$ cat src/rtl/phase_sweep_pkg.sv
// Shared types and defaults for the MMCM phase sweep controller.
// Holds the FSM state enum, default parameters and step directions.
package phase_sweep_pkg;

  typedef enum logic [3:0] {
    IDLE,
    STEP,
    WAIT_DONE,
    SETTLE,
    DWELL,
    EVAL,
    PLAN,
    RETURN,
    RETURN_WAIT,
    DONE,
    ERR
  } sweep_state_t;

  localparam int unsigned DEF_NUM_STEPS      = 56;
  localparam int unsigned DEF_SETTLE_CYCLES  = 64;
  localparam int unsigned DEF_DWELL_CYCLES   = 1024;
  localparam int unsigned DEF_PSDONE_TIMEOUT = 4096;

  localparam logic DIR_INC = 1'b1;
  localparam logic DIR_DEC = 1'b0;

endpackage

$ cat src/rtl/ps_step_issuer.sv
// Issues one MMCM phase step: one-cycle ps_en, then waits for ps_done.
// Ports: req/dir in, ps_en/ps_incdec out, ps_done in, ack/timeout out.
module ps_step_issuer
  import phase_sweep_pkg::*;
#(
  parameter int unsigned TIMEOUT = DEF_PSDONE_TIMEOUT
) (
  input  logic clk,
  input  logic rst_n,
  input  logic req,
  input  logic dir,
  input  logic ps_done,
  output logic ps_en,
  output logic ps_incdec,
  output logic ack,
  output logic timeout
);

  localparam int unsigned TW = $clog2(TIMEOUT + 1);

  logic          en_q, en_d;
  logic          inc_q, inc_d;
  logic          wait_q, wait_d;
  logic [TW-1:0] cnt_q, cnt_d;

  // ps_done is only honoured once the strobe cycle is over; the
  // counter starts at the strobe so timeout lands TIMEOUT cycles later
  always_comb begin
    ack     = wait_q & ~en_q & ps_done;
    timeout = wait_q & ~ack
            & (cnt_q >= TW'(TIMEOUT - 1));
    en_d    = 1'b0;
    inc_d   = 1'b0;
    wait_d  = wait_q;
    cnt_d   = cnt_q;
    if (req && !wait_q) begin
      en_d   = 1'b1;
      inc_d  = dir;
      wait_d = 1'b1;
      cnt_d  = '0;
    end else if (wait_q) begin
      if (ack || timeout) begin
        wait_d = 1'b0;
        cnt_d  = '0;
      end else begin
        cnt_d = cnt_q + TW'(1);
      end
    end
  end

  always_ff @(posedge clk) begin
    if (!rst_n) begin
      en_q   <= 1'b0;
      inc_q  <= 1'b0;
      wait_q <= 1'b0;
      cnt_q  <= '0;
    end else begin
      en_q   <= en_d;
      inc_q  <= inc_d;
      wait_q <= wait_d;
      cnt_q  <= cnt_d;
    end
  end

  assign ps_en     = en_q;
  assign ps_incdec = inc_q;

endmodule

$ cat src/rtl/phase_sweep_ctrl.sv
// Sweeps MMCM phase, finds the longest passing run, returns to its centre.
// Ports: start/sample_ok in, ps_* step port, busy/done/fail/timeout_err, results.
module phase_sweep_ctrl
  import phase_sweep_pkg::*;
#(
  parameter int unsigned NUM_STEPS      = DEF_NUM_STEPS,
  parameter int unsigned SETTLE_CYCLES  = DEF_SETTLE_CYCLES,
  parameter int unsigned DWELL_CYCLES   = DEF_DWELL_CYCLES,
  parameter int unsigned PSDONE_TIMEOUT = DEF_PSDONE_TIMEOUT,
  parameter int unsigned POS_W          = $clog2(NUM_STEPS + 1)
) (
  input  logic             clk,
  input  logic             rst_n,
  input  logic             start,
  input  logic             sample_ok,
  output logic             ps_en,
  output logic             ps_incdec,
  input  logic             ps_done,
  output logic             busy,
  output logic             done,
  output logic             fail,
  output logic             timeout_err,
  output logic [POS_W-1:0] cur_pos,
  output logic [POS_W-1:0] best_start,
  output logic [POS_W-1:0] best_len
);

  localparam int unsigned CMAX =
    (SETTLE_CYCLES > DWELL_CYCLES) ? SETTLE_CYCLES : DWELL_CYCLES;
  localparam int unsigned CW = $clog2(CMAX + 1);
  localparam logic [POS_W-1:0] LAST = POS_W'(NUM_STEPS - 1);

  sweep_state_t     state_q, state_d;
  logic [CW-1:0]    cnt_q, cnt_d;
  logic             pass_q, pass_d;
  logic [POS_W-1:0] pos_q, pos_d;
  logic [POS_W-1:0] rstart_q, rstart_d;
  logic [POS_W-1:0] rlen_q, rlen_d;
  logic [POS_W-1:0] bstart_q, bstart_d;
  logic [POS_W-1:0] blen_q, blen_d;
  logic [POS_W-1:0] tgt_q, tgt_d;
  logic             busy_q, busy_d;
  logic             done_q, done_d;
  logic             fail_q, fail_d;
  logic             terr_q, terr_d;
  logic [POS_W-1:0] rs, rl;
  logic             req, dir, ack, tmo;

  ps_step_issuer #(
    .TIMEOUT (PSDONE_TIMEOUT)
  ) u_issuer (
    .clk       (clk),
    .rst_n     (rst_n),
    .req       (req),
    .dir       (dir),
    .ps_done   (ps_done),
    .ps_en     (ps_en),
    .ps_incdec (ps_incdec),
    .ack       (ack),
    .timeout   (tmo)
  );

  always_comb begin
    state_d  = state_q;
    cnt_d    = cnt_q;
    pass_d   = pass_q;
    pos_d    = pos_q;
    rstart_d = rstart_q;
    rlen_d   = rlen_q;
    bstart_d = bstart_q;
    blen_d   = blen_q;
    tgt_d    = tgt_q;
    busy_d   = busy_q;
    done_d   = 1'b0;
    fail_d   = fail_q;
    terr_d   = terr_q;
    rs       = (rlen_q == '0) ? pos_q : rstart_q;
    rl       = rlen_q + POS_W'(1);
    req      = 1'b0;
    dir      = DIR_INC;
    unique case (state_q)
      IDLE, DONE, ERR: begin
        if (start) begin
          state_d  = SETTLE;
          cnt_d    = '0;
          pos_d    = '0;
          rstart_d = '0;
          rlen_d   = '0;
          bstart_d = '0;
          blen_d   = '0;
          tgt_d    = '0;
          busy_d   = 1'b1;
          fail_d   = 1'b0;
          terr_d   = 1'b0;
        end
      end
      SETTLE: begin
        if (cnt_q >= CW'(SETTLE_CYCLES - 1)) begin
          cnt_d   = '0;
          pass_d  = 1'b1;
          state_d = DWELL;
        end else begin
          cnt_d = cnt_q + CW'(1);
        end
      end
      DWELL: begin
        pass_d = pass_q & sample_ok;
        if (cnt_q >= CW'(DWELL_CYCLES - 1)) begin
          cnt_d   = '0;
          state_d = EVAL;
        end else begin
          cnt_d = cnt_q + CW'(1);
        end
      end
      EVAL: begin
        if (pass_q) begin
          rstart_d = rs;
          rlen_d   = rl;
          // strict compare keeps the earliest run on ties
          if (rl > blen_q) begin
            bstart_d = rs;
            blen_d   = rl;
          end
        end else begin
          rlen_d = '0;
        end
        if (pos_q >= LAST) begin
          state_d = PLAN;
        end else begin
          req     = 1'b1;
          dir     = DIR_INC;
          state_d = STEP;
        end
      end
      STEP, WAIT_DONE: begin
        if (tmo) begin
          state_d = ERR;
          terr_d  = 1'b1;
          busy_d  = 1'b0;
        end else if (ack && state_q == WAIT_DONE) begin
          pos_d   = pos_q + POS_W'(1);
          cnt_d   = '0;
          state_d = SETTLE;
        end else begin
          state_d = WAIT_DONE;
        end
      end
      PLAN: begin
        state_d = RETURN;
        if (blen_q == '0) begin
          fail_d = 1'b1;
          tgt_d  = '0;
        end else begin
          tgt_d = bstart_q + (blen_q >> 1);
        end
      end
      RETURN: begin
        if (pos_q == tgt_q) begin
          state_d = DONE;
          busy_d  = 1'b0;
          done_d  = 1'b1;
        end else begin
          req     = 1'b1;
          dir     = DIR_DEC;
          state_d = RETURN_WAIT;
        end
      end
      RETURN_WAIT: begin
        if (tmo) begin
          state_d = ERR;
          terr_d  = 1'b1;
          busy_d  = 1'b0;
        end else if (ack) begin
          pos_d   = pos_q - POS_W'(1);
          state_d = RETURN;
        end
      end
      default: state_d = IDLE;
    endcase
  end

  always_ff @(posedge clk) begin
    if (!rst_n) begin
      state_q  <= IDLE;
      cnt_q    <= '0;
      pass_q   <= 1'b0;
      pos_q    <= '0;
      rstart_q <= '0;
      rlen_q   <= '0;
      bstart_q <= '0;
      blen_q   <= '0;
      tgt_q    <= '0;
      busy_q   <= 1'b0;
      done_q   <= 1'b0;
      fail_q   <= 1'b0;
      terr_q   <= 1'b0;
    end else begin
      state_q  <= state_d;
      cnt_q    <= cnt_d;
      pass_q   <= pass_d;
      pos_q    <= pos_d;
      rstart_q <= rstart_d;
      rlen_q   <= rlen_d;
      bstart_q <= bstart_d;
      blen_q   <= blen_d;
      tgt_q    <= tgt_d;
      busy_q   <= busy_d;
      done_q   <= done_d;
      fail_q   <= fail_d;
      terr_q   <= terr_d;
    end
  end

  assign busy        = busy_q;
  assign done        = done_q;
  assign fail        = fail_q;
  assign timeout_err = terr_q;
  assign cur_pos     = pos_q;
  assign best_start  = bstart_q;
  assign best_len    = blen_q;

endmodule

$ cat config.mk
export PLATFORM = sky130hd
export DESIGN_NAME = phase_sweep_ctrl
export DESIGN_NICKNAME = d
export VERILOG_FILES = /design/src/rtl/phase_sweep_pkg.sv /design/src/rtl/ps_step_issuer.sv /design/src/rtl/phase_sweep_ctrl.sv
export SDC_FILE = /design/constraint.sdc
export NUM_CORES = 1
export LEC_CHECK = 0
export BUFFER_PORTS_ARGS = -buffer_cell sky130_fd_sc_hd__buf_2
export CAP_MARGIN = 10
export CORE_UTILIZATION = 45
export CTS_BUF_LIST = sky130_fd_sc_hd__clkbuf_8 sky130_fd_sc_hd__clkbuf_16
export DETAILED_ROUTE_END_ITERATION = 8
export GPL_TIMING_DRIVEN = 1
export PLACE_DENSITY = 0.72
export SYNTH_ARGS = -nofsm -noshare
export SYNTH_HDL_FRONTEND = slang
export SYNTH_SLANG_ARGS = --single-unit
$ cat constraint.sdc
create_clock -name clk -period 5.6 [get_ports clk]
set_input_delay 0.28 -clock clk [delete_from_list [all_inputs] [get_ports clk]]
set_output_delay 0.28 -clock clk [all_outputs]
set_load 0.03 [all_outputs]
==> results of run 1 <==
-- critical path: cells and delay by family (launching register included) --
kind | cells | cell delay, ps
buf+inv | 1 | 230
fa+ha+maj | 1 | 270
compound gates | 3 | 770
flops | 1 | 740
simple gates | 4 | 1330
-- Yosys cell counts (12+ instances only) --
| cell | instances | area [um^2] |
|---|---|---|
| nor2_1 | 62 | 233 |
| inv_1 | 18 | 67.6 |
| nand3_1 | 30 | 150 |
| nand2_1 | 61 | 229 |
| a21oi_1 | 33 | 165 |
| ha_1 | 19 | 238 |
| nor3_1 | 14 | 70.1 |
| a22oi_1 | 13 | 97.6 |
| clkbuf_1 | 17 | 63.8 |
| dfxtp_1 | 72 | 1440 |
| mux2i_1 | 24 | 240 |
| xnor2_1 | 12 | 105 |
| o21ai_0 | 23 | 115 |
-- state kept, by name, indices dropped and copies added, names as in the netlist, 4 cells and up --
register,flops
u_issuer.cnt_q,13
cnt_q,11
best_len,6
best_start,6
cur_pos,6
rlen_q,6
rstart_q,6
tgt_q,6
state_q,4
-- report_power, final --
group          total (mW)  switching, mW  internal, mW
Clock               0.440          0.198         0.242
Sequential          0.583         0.0504         0.532
Combinational       0.348          0.220         0.128
Total                1.37          0.468         0.903
-- layer usage --
metal	wire length [um]	GRT usage (%)	vias to the layer above	part of all wire (%)
met5	0	0	-	0
met4	178	7.58	0	1.8
met3	389	4.85	17	4.0
met2	4640	34.4	73	48
met1	4510	25.5	1764	46
li1	-	-	1918	-
-- stage by stage --
step / util (%) / worst slack (ps) / hold slack [ps] / instances
after floorplan: - / 2830 / 443 / 529
after global placement: 48.2 / 2370 / 447 / 661
after detailed placement: 48.2 / 2280 / 456 / 661
after CTS: 50.5 / 2250 / 253 / 677
after global routing: 50.6 / 2080 / 242 / 678
final: 50.6 / 2220 / 251 / 678
-- logic make-up (layout without fill, tap and decap cells) --
family          after synthesis  count (layout)  synth area share [%]
fa+ha+maj                    21              21                  6.49
xor+xnor                     17              17                  3.48
simple gates                231             231                  26.4
buf+inv                      48              68                  5.35
mux                          25              25                  5.97
flops                        72              72                  33.7
compound gates              115             115                  18.6
-- final cells by class --
| type | count | area, um^2 |
|---|---|---|
| repair buffers | 33 | 178 |
| fillers | 880 | 4560 |
| flip-flops and latches | 72 | 1440 |
| clock buffers | 12 | 165 |
| well taps | 129 | 161 |
| clock inverters | 4 | 51.3 |
| inverters | 19 | 71.3 |
| multi-input cells | 409 | 2610 |
-- how the worst max path moves through the flow --
stage	startpoint	slack [ps]	to	cells past startpoint
after global placement	state_q[3]$_SDFFE_PN0P_	2370	cur_pos[5]$_SDFFE_PN0P_	9
after CTS	state_q[3]$_SDFFE_PN0P_	2250	cur_pos[5]$_SDFFE_PN0P_	9
after global routing	state_q[3]$_SDFFE_PN0P_	2080	cur_pos[5]$_SDFFE_PN0P_	9
after detailed placement	state_q[3]$_SDFFE_PN0P_	2280	cur_pos[5]$_SDFFE_PN0P_	9
final	state_q[3]$_SDFFE_PN0P_	2220	cur_pos[5]$_SDFFE_PN0P_	9
after floorplan	state_q[0]$_SDFFE_PN0P_	2830	cur_pos[5]$_SDFFE_PN0P_	11
==> out/qor.csv, run 1 <==
metric,value,unit
status,"complete, no violations",
Skew-Pair Late Insertion Delay,350,ps
drt initial violations,212,
Post-synth ARST share,0,%
Tightest Pin Transition,843,ps
Synth cell types,63,
# IOs,29,
most frequent cells in the layout,"72 x dfxtp_1, 62 x nor2_1, 61 x nand2_1",
final global-route overflow total,0,
CP Class,reg -> reg,
GPL Wtd Cong,0.802,
CP required,5900,ps
reg2reg end,cur_pos[5]$_SDFFE_PN0P_,
RSZ-0062 raised after global routing,no,
Total GRT Usage,20.5,%
share of layout cells above drive strength 1,11.7,%
Slew HR,43.4,%
R2R Path Start,state_q[3]$_SDFFE_PN0P_,
clock root cell,clkbuf_8,
Syn. warnings,0,
initial antenna violation count,1,
Pwr Density,293,nW/um^2
"Largest stage delay, worst path",740,ps
Final nets,570,
Hold Buf Count CTS,0,
period utilization,60.4,%
Mapped Area,4280,um^2
Reg2Reg Depth,9,
pin count of the biggest net entering global routing,50,
post-layout min period,3380,ps
post-cts sizing count,0,
Critical Path AT,3680,ps
CTS Sinks,72,
Max-cap violations,0,
Yosys reg bits,72,
clock buffer depth,2,
first-pass GRT wire length,16300,um
die height,99.5,um
detailed-route DRC error count,0,
CTS Buf Count,9,
critical path startpoint category,flip-flop,
final number of max-transition violations,0,
Setup Skew,14.0,ps
full die area,9900,um^2
crit path capture type,flip-flop,
drt wl/cell,14.3,um
vias after detailed routing,3772,
total negative slack,0,ps
row count,35,
DRT Wirelength,9720,um
flop-to-flop setup slack,2220,ps
CP max stage cell,dfxtp_1,
Die W,99.5,um
vias per inst,5.56,
ys flop type,dfxtp_1,
Final Cell Area,4680,um^2
Initial Util,46.3,%
hold_sp,sample_ok,
core outline area,9240,um^2
Port Buf Inserts,28,
Most common cell on crit path,a21o_1,
diode count,0,
area delta synth->final,9.30,%
crit-path cells,"or4b_1, inv_1, ha_1, a21o_1, a21o_1, a2111oi_4, nor3b_1, or4_1, nand3_1",
Pre-antenna DRT Iters,4,
Max Clk Rate,0.296,GHz
Hold Path Sink,pass_q$_SDFFE_PN0P_,
Final setup viols,0,
Post-DP HPWL,7060,um
"Hold Violations, Final",0,
Placed Area,4450,um^2
Post-synth EDFFs,0,
post-synth net total,555,
sequential share of the synthesized area,33.7,%
Leakage,1.88,nW
"commonest non-fill, non-tap cell in the layout",dfxtp_1,
peak fanout along the critical path,19,
vias in the first global route,3523,
antenna violation net count after detailed routing,0,
Final Power,1.37,mW
Avg Synthesized Cell Area,8.09,um^2
TritonCTS clock tree,done,
CTS H-Tree Depth,3,
"Reg clk slew, reported paths",80,ps
worst hold path class,in -> reg,
Hold Path Stages,3,
Worst VDD drop,132,uV
Synth Instances,529,
post-CTS setup buffers,0,
Power figures use the tool's default switching activity.
==> run 2: changes to the inputs <==
PLACE_DENSITY = 0.75   (was 0.72)
clock period = 2.93 ns   (was 5.6 ns; I/O delays follow)
==> out/qor.csv, run 2 (same netlist as run 1, synthesis figures left out) <==
metric,value,unit,change
DRT Wirelength,10100,um,+4.4%
Hold Path Stages,3,,unchanged
GPL Wtd Cong,0.825,,+2.9%
Pre-antenna DRT Iters,5,,+1
Max-cap violations,0,,unchanged
RSZ-0062 raised after global routing,no,,
register area,1440,um^2,unchanged
Slew HR,41.4,%,-2.0 points
worst hold path class,in -> reg,,
period utilization,93.9,%,+33 points
final number of max-transition violations,0,,unchanged
Max Clk Rate,0.364,GHz,+23%
initial antenna violation count,0,,-1
clock root cell,clkbuf_8,,
vias per inst,5.63,,+1.3%
Most common cell on crit path,a21o_1,,
"Hold Violations, Final",0,,unchanged
post-route setup slack,179,ps,-2040 ps
pre-CTS setup slack,203,ps,-2080 ps
die height,99.5,um,unchanged
full die area,9900,um^2,unchanged
drt initial violations,191,,-9.9%
post-cts sizing count,0,,unchanged
row count,35,,unchanged
first-pass GRT wire length,16900,um,+3.9%
Largest register FFs,13,,unchanged
detailed-route DRC error count,0,,unchanged
TritonCTS clock tree,done,,
final hold slack,118,ps,-133 ps
Largest regs,"u_issuer.cnt_q (13), cnt_q (11)",,
# IOs,29,,unchanged
crit path capture type,flip-flop,,
final global-route overflow total,0,,unchanged
Non-Filler Instances,687,,+1.3%
CTS H-Tree Depth,3,,unchanged
CTS Sinks,72,,unchanged
multi-input logic area,2610,um^2,unchanged
most frequent cells in the layout,"72 x dfxtp_1, 62 x nor2_1, 61 x nand2_1",,
post-CTS setup buffers,0,,unchanged
CTS Buf Count,9,,unchanged
clock buffer depth,2,,unchanged
post-layout min period,2750,ps,-633 ps
antenna violation net count after detailed routing,0,,unchanged
crit-path cells,"or4b_1, inv_1, ha_1, a21o_1, a21o_1, a2111oi_4, nor3b_1, or4_1, nand3_1",,
Final Cell Area,4730,um^2,+1.2%
CP Class,reg -> reg,,
Skew-Pair Late Insertion Delay,350,ps,about the same
total negative slack,0,ps,unchanged
Total GRT Usage,21.5,%,+0.99 points
Worst VDD drop,229,uV,+73%
"Largest stage delay, worst path",530,ps,-210 ps
critical path startpoint category,flip-flop,,
Leakage,1.91,nW,+1.8%
Port Buf Inserts,28,,unchanged
Post-DP HPWL,7360,um,+4.2%
Pwr Density,557,nW/um^2,+90%
pin count of the biggest net entering global routing,34,,-32%
Critical Path AT,3040,ps,-640 ps
"Reg clk slew, reported paths",70,ps,about the same
core outline area,9240,um^2,unchanged
Tightest Pin Transition,872,ps,+29.5 ps
Initial Util,46.3,%,unchanged
diode count,0,,unchanged
peak fanout along the critical path,5,,-14
Die W,99.5,um,unchanged
placed insts,671,,+1.5%
Placed Area,4530,um^2,+1.7%
vias after detailed routing,3870,,+2.6%
share of layout cells above drive strength 1,13.1,%,+1.4 points
Setup Skew,11.0,ps,-3.06 ps
Final nets,579,,+1.6%
drt wl/cell,14.8,um,+3.0%
area delta synth->final,10.6,%,
Reg2Reg Depth,9,,unchanged
"commonest non-fill, non-tap cell in the layout",dfxtp_1,,
Filler Cells Inserted,868,,-1.4%
Biggest register,u_issuer.cnt_q,,
Final setup viols,0,,unchanged
status,"complete, no violations",,
CP max stage cell,or4b_1,,
CP required,3220,ps,-2680 ps
Hold Buf Count CTS,0,,unchanged
vias in the first global route,3603,,+2.3%
[run 2: changes by cell type in the layout (fill, tap and decap cells not counted), sizes merged]
| cell | previous run | this run |
|---|---|---|
| buf | 32 | 42 |
| clkinvlp | 1 | 3 |
| clkinv | 2 | 1 |
| inv | 19 | 20 |
| clkbuf | 13 | 10 |
[run 2: per-stage QoR]
stage	util [%]	power, mW
global placement	49.0	1.82
floorplan	-	1.68
CTS	51.2	2.65
finish	51.2	2.64
detailed placement	49.0	1.84
global route	51.2	2.78
[run 2: layout make-up]
| cell class | count | area share [%] |
|---|---|---|
| Multi-Input combinational cell | 409 | 55.1 |
| Sequential cell | 72 | 30.5 |
| Timing Repair Buffer | 42 | 5.18 |
| Tap cell | 129 | 3.41 |
| Clock buffer | 10 | 2.91 |
| Inverter | 19 | 1.51 |
| Clock inverter | 6 | 1.40 |
[run 2: per-layer routing]
metal | vias up | part of all wire [%] | track usage (%)
met5 | - | 0 | 0
met1 | 1842 | 45 | 26.3
met3 | 12 | 3.7 | 3.72
met4 | 0 | 1.6 | 11.2
li1 | 1930 | - | -
met2 | 86 | 49 | 36.1
[run 2: path summary, 6_finish.rpt]
path | from | end | slack (ps)
worst min-delay path | sample_ok | pass_q$_SDFFE_PN0P_ | 120
worst min register to register | busy$_SDFFE_PN0P_ | busy$_SDFFE_PN0P_ | 460
worst max register to register | state_q[1]$_SDFFE_PN0P_ | cur_pos[5]$_SDFFE_PN0P_ | 180
worst max-delay path | state_q[1]$_SDFFE_PN0P_ | cur_pos[5]$_SDFFE_PN0P_ | 180
[run 2: report_power, final]
| part | switching (mW) | internal [mW] | total, mW |
|---|---|---|---|
| clock | 0.389 | 0.417 | 0.806 |
| sequential | 0.0348 | 1.02 | 1.05 |
| combinational | 0.499 | 0.278 | 0.777 |
[run 2: worst max-delay path: cells and delay by family (launching register included)]
| family | cells | cell delay, ps |
|---|---|---|
| AO/OA/AOI/OAI | 3 | 760 |
| adder cells (fa/ha/maj) | 1 | 260 |
| buffers and inverters | 1 | 180 |
| flip-flops | 1 | 310 |
| AND/OR/NAND/NOR | 4 | 1190 |
==> run 3: changes to the inputs <==
--- a/config.mk
+++ b/config.mk
@@ -13,3 +13,3 @@
 export GPL_TIMING_DRIVEN = 1
-export PLACE_DENSITY = 0.75
+export PLACE_DENSITY = 0.72
 export SYNTH_ARGS = -nofsm -noshare
==> constraint.sdc (replaced) <==
create_clock -name clk -period 3.55 [get_ports clk]
set_input_delay 0.1775 -clock clk [delete_from_list [all_inputs] [get_ports clk]]
set_output_delay 0.1775 -clock clk [all_outputs]
set_load 0.1 [all_outputs]
==> out/qor.csv, run 3 (same netlist as run 1, synthesis figures left out) <==
metric,value,unit,change
Hold Buf Count CTS,0,,unchanged
most frequent cells in the layout,"72 x dfxtp_1, 62 x nor2_1, 61 x nand2_1",,
register area,1440,um^2,unchanged
Setup Skew,13.1,ps,+2.17 ps
Pre-antenna DRT Iters,5,,unchanged
critical path startpoint category,flip-flop,,
pin count of the biggest net entering global routing,49,,+44%
row count,35,,unchanged
peak fanout along the critical path,18,,+13
Total GRT Usage,21.3,%,-0.19 points
die height,99.5,um,unchanged
CP required,3840,ps,+620 ps
clock buffer depth,2,,unchanged
flop-to-flop setup slack,380,ps,+200 ps
Filler Cells Inserted,882,,+1.6%
"Hold Violations, Final",0,,unchanged
post-layout min period,3170,ps,+424 ps
Skew-Pair Late Insertion Delay,350,ps,about the same
multi-input logic area,2610,um^2,unchanged
Post-DP HPWL,7150,um,-2.8%
core outline area,9240,um^2,unchanged
Port Buf Inserts,28,,unchanged
clock root cell,clkbuf_8,,
Reg2Reg Depth,9,,unchanged
R2R Path Start,state_q[0]$_SDFFE_PN0P_,,
reg2reg end,cur_pos[5]$_SDFFE_PN0P_,,
Net Sw Power,818,uW,-11%
antenna violation net count after detailed routing,0,,unchanged
Hold Path Stages,3,,unchanged
drt wl/cell,14.4,um,-2.2%
period utilization,89.4,%,-4.5 points
"commonest non-fill, non-tap cell in the layout",dfxtp_1,,
Max Clk Rate,0.315,GHz,-13%
Final setup viols,0,,unchanged
"Reg clk slew, reported paths",80,ps,about the same
CTS H-Tree Depth,3,,unchanged
Critical Path AT,3470,ps,+430 ps
vias after detailed routing,3814,,-1.4%
Pwr Density,482,nW/um^2,-13%
Worst VDD drop,208,uV,-8.8%
Slew HR,43.1,%,+1.7 points
Die W,99.5,um,unchanged
worst hold path class,in -> reg,,
post-CTS setup buffers,0,,unchanged
share of layout cells above drive strength 1,12.1,%,-0.94 points
Initial Util,46.3,%,unchanged
GPL Wtd Cong,0.828,,+0.29%
vias per inst,5.60,,-0.58%
Max-cap violations,0,,unchanged
Final Power,2.26,mW,-14%
full die area,9900,um^2,unchanged
detailed-route DRC error count,0,,unchanged
placed insts,666,,-0.75%
Final nets,574,,-0.86%
crit path capture type,flip-flop,,
Tightest Pin Transition,847,ps,-25.0 ps
Cell Int Power,1.45,mW,-16%
post-cts sizing count,0,,unchanged
TritonCTS clock tree,done,,
Sequential Power Share,39.0,%,-0.9 points
vias in the first global route,3636,,+0.92%
Comb pwr share,30.1,%,+0.6 points
Biggest register,u_issuer.cnt_q,,
RSZ-0062 raised after global routing,no,,
Largest register FFs,13,,unchanged
# IOs,29,,unchanged
total negative slack,0,ps,unchanged
Leakage,1.89,nW,-1.1%
clock share of power,31.0,%,+0.4 points
post-route setup slack,375,ps,+196 ps
pre-CTS setup slack,407,ps,+204 ps
first-pass GRT wire length,16900,um,about the same
initial antenna violation count,1,,+1
CTS Sinks,72,,unchanged
diode count,0,,unchanged
Hold Path Sink,pass_q$_SDFFE_PN0P_,,
drt initial violations,250,,+31%
Sw Share,36.1,%,+1.1 points
hold_sp,sample_ok,,
CP Class,reg -> reg,,
CTS Buf Count,9,,unchanged
Non-Filler Instances,681,,-0.87%
final hold slack,119,ps,+0.923 ps
final global-route overflow total,0,,unchanged
final number of max-transition violations,0,,unchanged
Largest regs,"u_issuer.cnt_q (13), cnt_q (11)",,
area delta synth->final,9.83,%,
DRT Wirelength,9840,um,-3.0%
status,"complete, no violations",,
==> run 3: changes by cell type in the layout (fill, tap and decap cells not counted) <==
cell        delta
clkinvlp_4     -1
buf_4          -5
inv_6          -1
clkinv_2       +1
bufinv_16      +1
clkbuf_8       -1
==> run 3: cell type report <==
cell class,instances,share of cell area [%]
clock buffers,9,2.64
multi-input cells,409,55.5
clock inverters,6,1.81
inverters,19,1.52
flip-flops and latches,72,30.7
repair buffers,37,4.42
well taps,129,3.44
==> run 3: how the worst max path moves through the flow <==
stage	startpoint	endpoint	slack, ps	cells past startpoint
6_report	state_q[0]$_SDFFE_PN0P_	cur_pos[5]$_SDFFE_PN0P_	380	9
5_1_grt	state_q[0]$_SDFFE_PN0P_	cur_pos[5]$_SDFFE_PN0P_	170	9
4_1_cts	state_q[0]$_SDFFE_PN0P_	cur_pos[5]$_SDFFE_PN0P_	380	9
3_5_place_dp	state_q[0]$_SDFFE_PN0P_	cur_pos[5]$_SDFFE_PN0P_	410	9
3_3_place_gp	state_q[0]$_SDFFE_PN0P_	cur_pos[5]$_SDFFE_PN0P_	540	9
2_1_floorplan	cur_pos[1]$_SDFFE_PN0P_	cur_pos[5]$_SDFFE_PN0P_	750	7
==> run 3: power groups by stage <==
stage                     clock (mW)  sequential (mW)  combinational (mW)
after floorplan                    0            0.985               0.477
after global placement             0            0.898               0.666
after detailed placement           0            0.901               0.676
after CTS                      0.721            0.882               0.677
after global routing           0.757            0.888               0.736
final                          0.701            0.882               0.681
==> run 3: critical path: stages, from the launching register on <==
cell,delay (ps)
dfxtp_1,480
or4b_1,720
inv_1,230
ha_1,260
a21o_1,180
a21o_1,230
a2111oi_4,360
nor3b_1,100
or4_1,470
nand3_1,80
==> run 3: routing by layer <==
layer	track usage [%]	share of wire (%)	routed length [um]
met3	5.76	5.4	530
met4	7.35	2.0	198
met1	26.3	45	4410
met2	35.7	48	4700
met5	0	0	0
==> run 3: metrics by stage <==
step,cell area (um^2),util [%]
floorplan,4280,-
global placement,4490,48.6
detailed placement,4490,48.6
CTS,4700,50.8
global route,4700,50.8
finish,4700,50.8
